--- config.mk ---
export PLATFORM = sky130hd
export DESIGN_NAME = du_cmd_dispatcher
export DESIGN_NICKNAME = d
export VERILOG_FILES = /design/src/rtl/du_cmd_dispatcher.sv
export SDC_FILE = /design/constraint.sdc
export NUM_CORES = 1
export LEC_CHECK = 0
export BUFFER_PORTS_ARGS = -buffer_cell sky130_fd_sc_hd__buf_2
export CAP_MARGIN = 20
export CELL_PAD_IN_SITES_DETAIL_PLACEMENT = 0
export CELL_PAD_IN_SITES_GLOBAL_PLACEMENT = 1
export CORE_MARGIN = 5
export CORE_UTILIZATION = 30
export DETAILED_ROUTE_END_ITERATION = 8
export GPL_TIMING_DRIVEN = 0
export PLACE_DENSITY = 0.67
export SKIP_LAST_GASP = 1
export SYNTH_ARGS = -nofsm -noshare
export SYNTH_HDL_FRONTEND = slang
export SYNTH_SLANG_ARGS = --single-unit
--- constraint.sdc ---
create_clock -name clk -period 7.2 [get_ports clk]
set_clock_uncertainty 0.2 [all_clocks]
set_input_delay 0.36 -clock clk [delete_from_list [all_inputs] [get_ports clk]]
set_output_delay 0.36 -clock clk [all_outputs]
set_load 0.005 [all_outputs]
--- src/rtl/du_cmd_dispatcher.sv ---
// Debug-unit command front-end: decodes host command bytes from the UART Rx FIFO,
// drives CPU run/step/reset, and hands the UART link to the loader under a timeout.
module du_cmd_dispatcher #(
    parameter int NB_UART_DATA = 8,
    parameter int NB_TIMEOUT   = 24
) (
    input  logic                    clk,
    input  logic                    i_rst,
    input  logic                    i_rx_valid,
    input  logic [NB_UART_DATA-1:0] i_rx_data,
    output logic                    o_rx_rd,
    output logic                    o_tx_wr,
    output logic [NB_UART_DATA-1:0] o_tx_wdata,
    output logic                    o_tx_start,
    output logic                    o_ld_start,
    output logic                    o_ld_rx_done,
    output logic                    o_ld_rst,
    input  logic                    i_ld_rd,
    input  logic                    i_ld_wr,
    input  logic                    i_ld_tx_start,
    input  logic [NB_UART_DATA-1:0] i_ld_wdata,
    input  logic                    i_ld_done,
    output logic                    o_cpu_run,
    output logic                    o_cpu_step,
    output logic                    o_cpu_rst,
    input  logic                    i_cpu_halt
);

    localparam logic [NB_UART_DATA-1:0] CMD_LOAD  = NB_UART_DATA'(8'h4C);
    localparam logic [NB_UART_DATA-1:0] CMD_RUN   = NB_UART_DATA'(8'h52);
    localparam logic [NB_UART_DATA-1:0] CMD_STEP  = NB_UART_DATA'(8'h53);
    localparam logic [NB_UART_DATA-1:0] CMD_RESET = NB_UART_DATA'(8'h58);
    localparam logic [NB_UART_DATA-1:0] CMD_HALT  = NB_UART_DATA'(8'h48);
    localparam logic [NB_UART_DATA-1:0] RSP_ACK    = NB_UART_DATA'(8'h05);
    localparam logic [NB_UART_DATA-1:0] RSP_NAK    = NB_UART_DATA'(8'h15);
    localparam logic [NB_UART_DATA-1:0] RSP_HALTED = NB_UART_DATA'(8'h04);

    // The register holds idle cycles already elapsed; the current idle cycle makes it
    // all-ones when the register reads all-ones minus one.
    localparam logic [NB_TIMEOUT-1:0] CNT_LAST = ~NB_TIMEOUT'(1);

    typedef enum logic [1:0] {
        IDLE     = 2'd0,
        LD_START = 2'd1,
        LOAD     = 2'd2,
        RUN      = 2'd3
    } state_t;

    state_t                  state;
    state_t                  state_nxt;
    logic [NB_TIMEOUT-1:0]   cnt;
    logic [NB_TIMEOUT-1:0]   cnt_nxt;
    logic                    timeout;

    assign timeout = (state == LOAD) && !i_rx_valid && (cnt == CNT_LAST);

    always_ff @(posedge clk) begin
        if (i_rst) begin
            state <= IDLE;
            cnt   <= '0;
        end else begin
            state <= state_nxt;
            cnt   <= cnt_nxt;
        end
    end

    always_comb begin
        state_nxt    = state;
        cnt_nxt      = cnt;
        o_rx_rd      = 1'b0;
        o_tx_wr      = 1'b0;
        o_tx_wdata   = '0;
        o_tx_start   = 1'b0;
        o_ld_start   = 1'b0;
        o_ld_rx_done = 1'b0;
        o_ld_rst     = 1'b0;
        o_cpu_run    = 1'b0;
        o_cpu_step   = 1'b0;
        o_cpu_rst    = 1'b0;

        if (!i_rst) begin
            case (state)
                IDLE: begin
                    if (i_rx_valid) begin
                        o_rx_rd = 1'b1;
                        case (i_rx_data)
                            CMD_LOAD: state_nxt = LD_START;
                            CMD_RUN: begin
                                o_tx_wr    = 1'b1;
                                o_tx_start = 1'b1;
                                o_tx_wdata = RSP_ACK;
                                state_nxt  = RUN;
                            end
                            CMD_STEP: begin
                                o_cpu_step = 1'b1;
                                o_tx_wr    = 1'b1;
                                o_tx_start = 1'b1;
                                o_tx_wdata = RSP_ACK;
                            end
                            CMD_RESET: begin
                                o_cpu_rst  = 1'b1;
                                o_tx_wr    = 1'b1;
                                o_tx_start = 1'b1;
                                o_tx_wdata = RSP_ACK;
                            end
                            default: begin
                                o_tx_wr    = 1'b1;
                                o_tx_start = 1'b1;
                                o_tx_wdata = RSP_NAK;
                            end
                        endcase
                    end
                end

                LD_START: begin
                    o_ld_start = 1'b1;
                    cnt_nxt    = '0;
                    state_nxt  = LOAD;
                end

                LOAD: begin
                    o_ld_rx_done = i_rx_valid;
                    o_rx_rd      = i_ld_rd;
                    o_tx_wr      = i_ld_wr;
                    o_tx_start   = i_ld_tx_start;
                    o_tx_wdata   = i_ld_wdata;
                    cnt_nxt      = i_rx_valid ? '0 : cnt + NB_TIMEOUT'(1);
                    if (timeout) begin
                        // Abort the loader and report failure instead of its traffic.
                        o_ld_rst   = 1'b1;
                        o_tx_wr    = 1'b1;
                        o_tx_start = 1'b1;
                        o_tx_wdata = RSP_NAK;
                        cnt_nxt    = '0;
                        state_nxt  = IDLE;
                    end else if (i_ld_done && i_ld_rd) begin
                        state_nxt = IDLE;
                    end
                end

                RUN: begin
                    o_cpu_run = 1'b1;
                    o_rx_rd   = i_rx_valid;
                    // Halt wins over a simultaneous 'H' so only one response is sent.
                    if (i_cpu_halt) begin
                        o_tx_wr    = 1'b1;
                        o_tx_start = 1'b1;
                        o_tx_wdata = RSP_HALTED;
                        state_nxt  = IDLE;
                    end else if (i_rx_valid && (i_rx_data == CMD_HALT)) begin
                        o_tx_wr    = 1'b1;
                        o_tx_start = 1'b1;
                        o_tx_wdata = RSP_ACK;
                        state_nxt  = IDLE;
                    end
                end

                default: state_nxt = IDLE;
            endcase
        end
    end

endmodule

==> impl_metrics.ini <==
[floorplan]
placementRows = 27
start_util = 0.308
die_area_um2 = 7220
io_pins = 41
fp.dieW_um = 85.0
design.core.area_um2 = 5470
die_y_um = 85.0

[place]
post_dp_cell_area_um2 = 1980
i_o_buffers = 40
globalplace.congestion = 0.749
place_hpwl_mm = 3.30

[worst_setup_path]
critical_path.reg2reg.endpoint = state[1]
critical_path_top_delay_cell = nor4_4
worst_setup_path_endpoint = o_tx_wdata[0]
critical_path.startpoint_type = flop
rr_worst_depth = 7
slowest_delay_ns = 0.42
rrSetupSlack_ns = 4.59
worstSetupStartpoint = state[0]
startpoint_of_the_lowest_slack_register_to_register_path = state[0]
cp_data_required_time_ns = 6.64
worst-path-max-fanout = 6
path_cells = inv_1 > ha_1 > or2b_1 > nor4_4 > and2_1 > o21ai_0 > a311oi_1 > buf_2
worst_setup_path_end_kind = primary output
crit_path_dat_ns = 2.57
critical_path_class = flop to primary output

[clock_tree]
tritoncts = done
clk-insertion-delay-late_ns = 0.27
cts-buffers-inserted = 3
root_buffer_cell = clkbuf_8
number_of_gates_given_a_new_drive_strength_after_cts = 0
clk_path_buf_depth = 2
post_cts.repair.setup_buffers = 0
number_of_h_tree_levels = 1
cts_num_sinks = 26
ctsHoldBuffers = 0
clkSlewWorstSetupHoldPaths_ns = 0.09

[power]
static-leakage-power_nw = 0.814
clock_power_share = 0.424
internal_power_mw = 0.228
power.net_switching_mw = 0.0587
share_of_power_burned_in_registers = 0.501
power.switching_fraction = 0.205
power_density_nw_per_um2 = 140
power_frac_comb = 0.075
max-vdd-ir-drop_v = 0.0000586
total_power_mw = 0.287

[routing]
drt_wl_total_mm = 4.20
vias = 1591
post_drt_via_cell_ratio = 4.96
avgRoutedWirePerCell_um = 13.1
detail_route.drc_violations = 0
drt.antenna.violating_nets = 0
detail_route.iter0.violations = 69
drt-pass1-iter-count = 4

[cells_and_area]
most_frequent_standard_cell_in_the_layout_excluding_fill_and_tap_cells = buf_2
final.fill_count = 597
nNetsFinal = 280
multiInputGateArea_um2 = 1110
seqCellArea_um2 = 520
final_layout_size_suffix_gt1_frac = 0.213
final_area_um2 = 2050
most_used_cells_in_the_layout_excluding_fill_and_tap_cells = buf_2, nor2_1, dfxtp_1
antenna_cells_inserted = 0
area_growth_syn_to_layout_pct = 21.5

[timing]
timing.final.crit_share = 0.435
hold_viol = 0
setup_repair_after_global_routing_missed_its_margin = false
max_clock_freq_mhz = 320
final_max_slew_viol_count = 0
setup-tns-final_ns = 0
final-setup-viol-count = 0
final.hold.worst_slack_ns = 0.274
period_needed_ns = 3.13
tightest_pin_transition_ns = 0.569
timing.max_slew.rel_slack = 0.618

[logic_synthesis]
synth.mux.area_fraction = 0.0186
main_combinational_cell_family_by_area_after_synthesis = simple AND/OR/NAND/NOR gates
synth-seq-area-share = 0.309
postSynth.topFlopCell = dfxtp_1
synth_area_per_cell_um2 = 8.22
number_of_warnings_printed_during_yosys_synthesis = 0
post_synth_and_or_nand_nor_area_fraction = 0.391
compound_cell_area_share_of_the_yosys_netlist = 0.117
synth_fp_nets = 235
netlist_instances = 205
synth-seq-cells = 26
syn-cell-area_um2 = 1690
synth_xor_xnor_area_share = 0.0883
synth_edf_count = 0
synth.distinct_cells = 47
yosys.area_share.adder = 0.0445
ys_async_sr_fraction = 0

[job]
max_cap_viol_count = 0

[run_status]
run_status = complete, no violations

[global_route]
via_count_of_the_first_global_routing_pass = 1548
grt_antenna_before_repair = 0
overall_track_demand_over_capacity_in_global_routing = 0.121
grt-ovfl-total = 0
grt_start_max_net_pins = 16
grt_pass1_wl_mm = 7.31

[hold_path]
hold_path_depth = 3
worstHoldPathType = input port to flop
cell families after synthesis:
kind of cell,Yosys count
xor gates and xnor gates,17
and+or+nand+nor,112
DFF,26
buffers and inverters,13
AOI/OAI and AO/OA,28
muxes,3
adders and majority gates,6
registers in the layout, indices dropped and copies added, names as in the netlist:
register	count
state	2
cnt	24
how the worst min path moves through the flow:
stage          slack, ns     from  endpoint
3_5_place_dp        0.31  cnt[22]   cnt[22]
5_1_grt             0.28    i_rst   cnt[11]
2_1_floorplan       0.28  cnt[20]   cnt[20]
6_report            0.27    i_rst    cnt[9]
4_1_cts             0.28    i_rst    cnt[9]
3_3_place_gp        0.30  cnt[20]   cnt[20]
cell usage after synthesis, types with 2 or more instances:
master | instances | area, um2
and4b_1 | 2 | 20.0
nand4_2 | 2 | 25.0
nand3b_1 | 3 | 22.5
nand2b_1 | 6 | 37.5
xnor2_1 | 11 | 96.3
nor2b_1 | 2 | 12.5
dfxtp_1 | 26 | 521
xor2_1 | 6 | 52.6
a31oi_1 | 2 | 12.5
nor4_4 | 2 | 42.5
ha_1 | 6 | 75.1
nand3_1 | 15 | 75.1
nor4b_1 | 2 | 17.5
inv_1 | 7 | 26.3
mux2i_1 | 2 | 20.0
nand4_1 | 5 | 31.3
or3_1 | 3 | 18.8
nor2_1 | 30 | 113
a21oi_1 | 6 | 30.0
o21ai_0 | 8 | 40.0
clkbuf_1 | 3 | 11.3
and4_1 | 8 | 70.1
nor3_1 | 6 | 30.0
and3_1 | 2 | 12.5
a311oi_1 | 4 | 35.0
nand2_1 | 15 | 56.3
per-layer routing:
metal  routed length [um]  vias to the layer above  GRT usage
met4                   38                        0     0.0302
met5                    0                        -          0
li1                     -                      828          -
met2                 1930                       24      0.203
met1                 2090                      735      0.161
met3                  145                        4     0.0184
per-stage QoR:
step,worst slack (ns),instances,utilization
2_1_floorplan,4.77,205,-
3_3_place_gp,4.42,317,0.361
5_1_grt,3.88,321,0.374
6_report,4.07,321,0.374
3_5_place_dp,4.41,317,0.361
4_1_cts,4.08,321,0.374
cell type report:
type	instances	area share
Multi-Input combinational cell	166	0.543
Sequential cell	26	0.254
Timing Repair Buffer	40	0.0978
Tap cell	72	0.0440
Clock buffer	3	0.0202
Clock inverter	1	0.0147
Inverter	8	0.0147
Buffer	5	0.0110
power by group through the flow:
| stage | Combinational, mW | Clock (mW) | Sequential, mW |
|---|---|---|---|
| after detailed placement | 0.0218 | 0 | 0.147 |
| after global routing | 0.0239 | 0.135 | 0.144 |
| after CTS | 0.0219 | 0.127 | 0.144 |
| after floorplan | 0.00995 | 0 | 0.147 |
| final | 0.0216 | 0.122 | 0.144 |
| after global placement | 0.0217 | 0 | 0.147 |
worst max-delay path, delay by kind of cell (launching register included):
family	cells	cell delay, ns
and+or+nand+nor	3	1.07
AOI/OAI and AO/OA	2	0.39
DFF	1	0.36
buffers and inverters	2	0.25
adders and majority gates	1	0.23
Note: power is estimated with default switching activity, not from simulation.
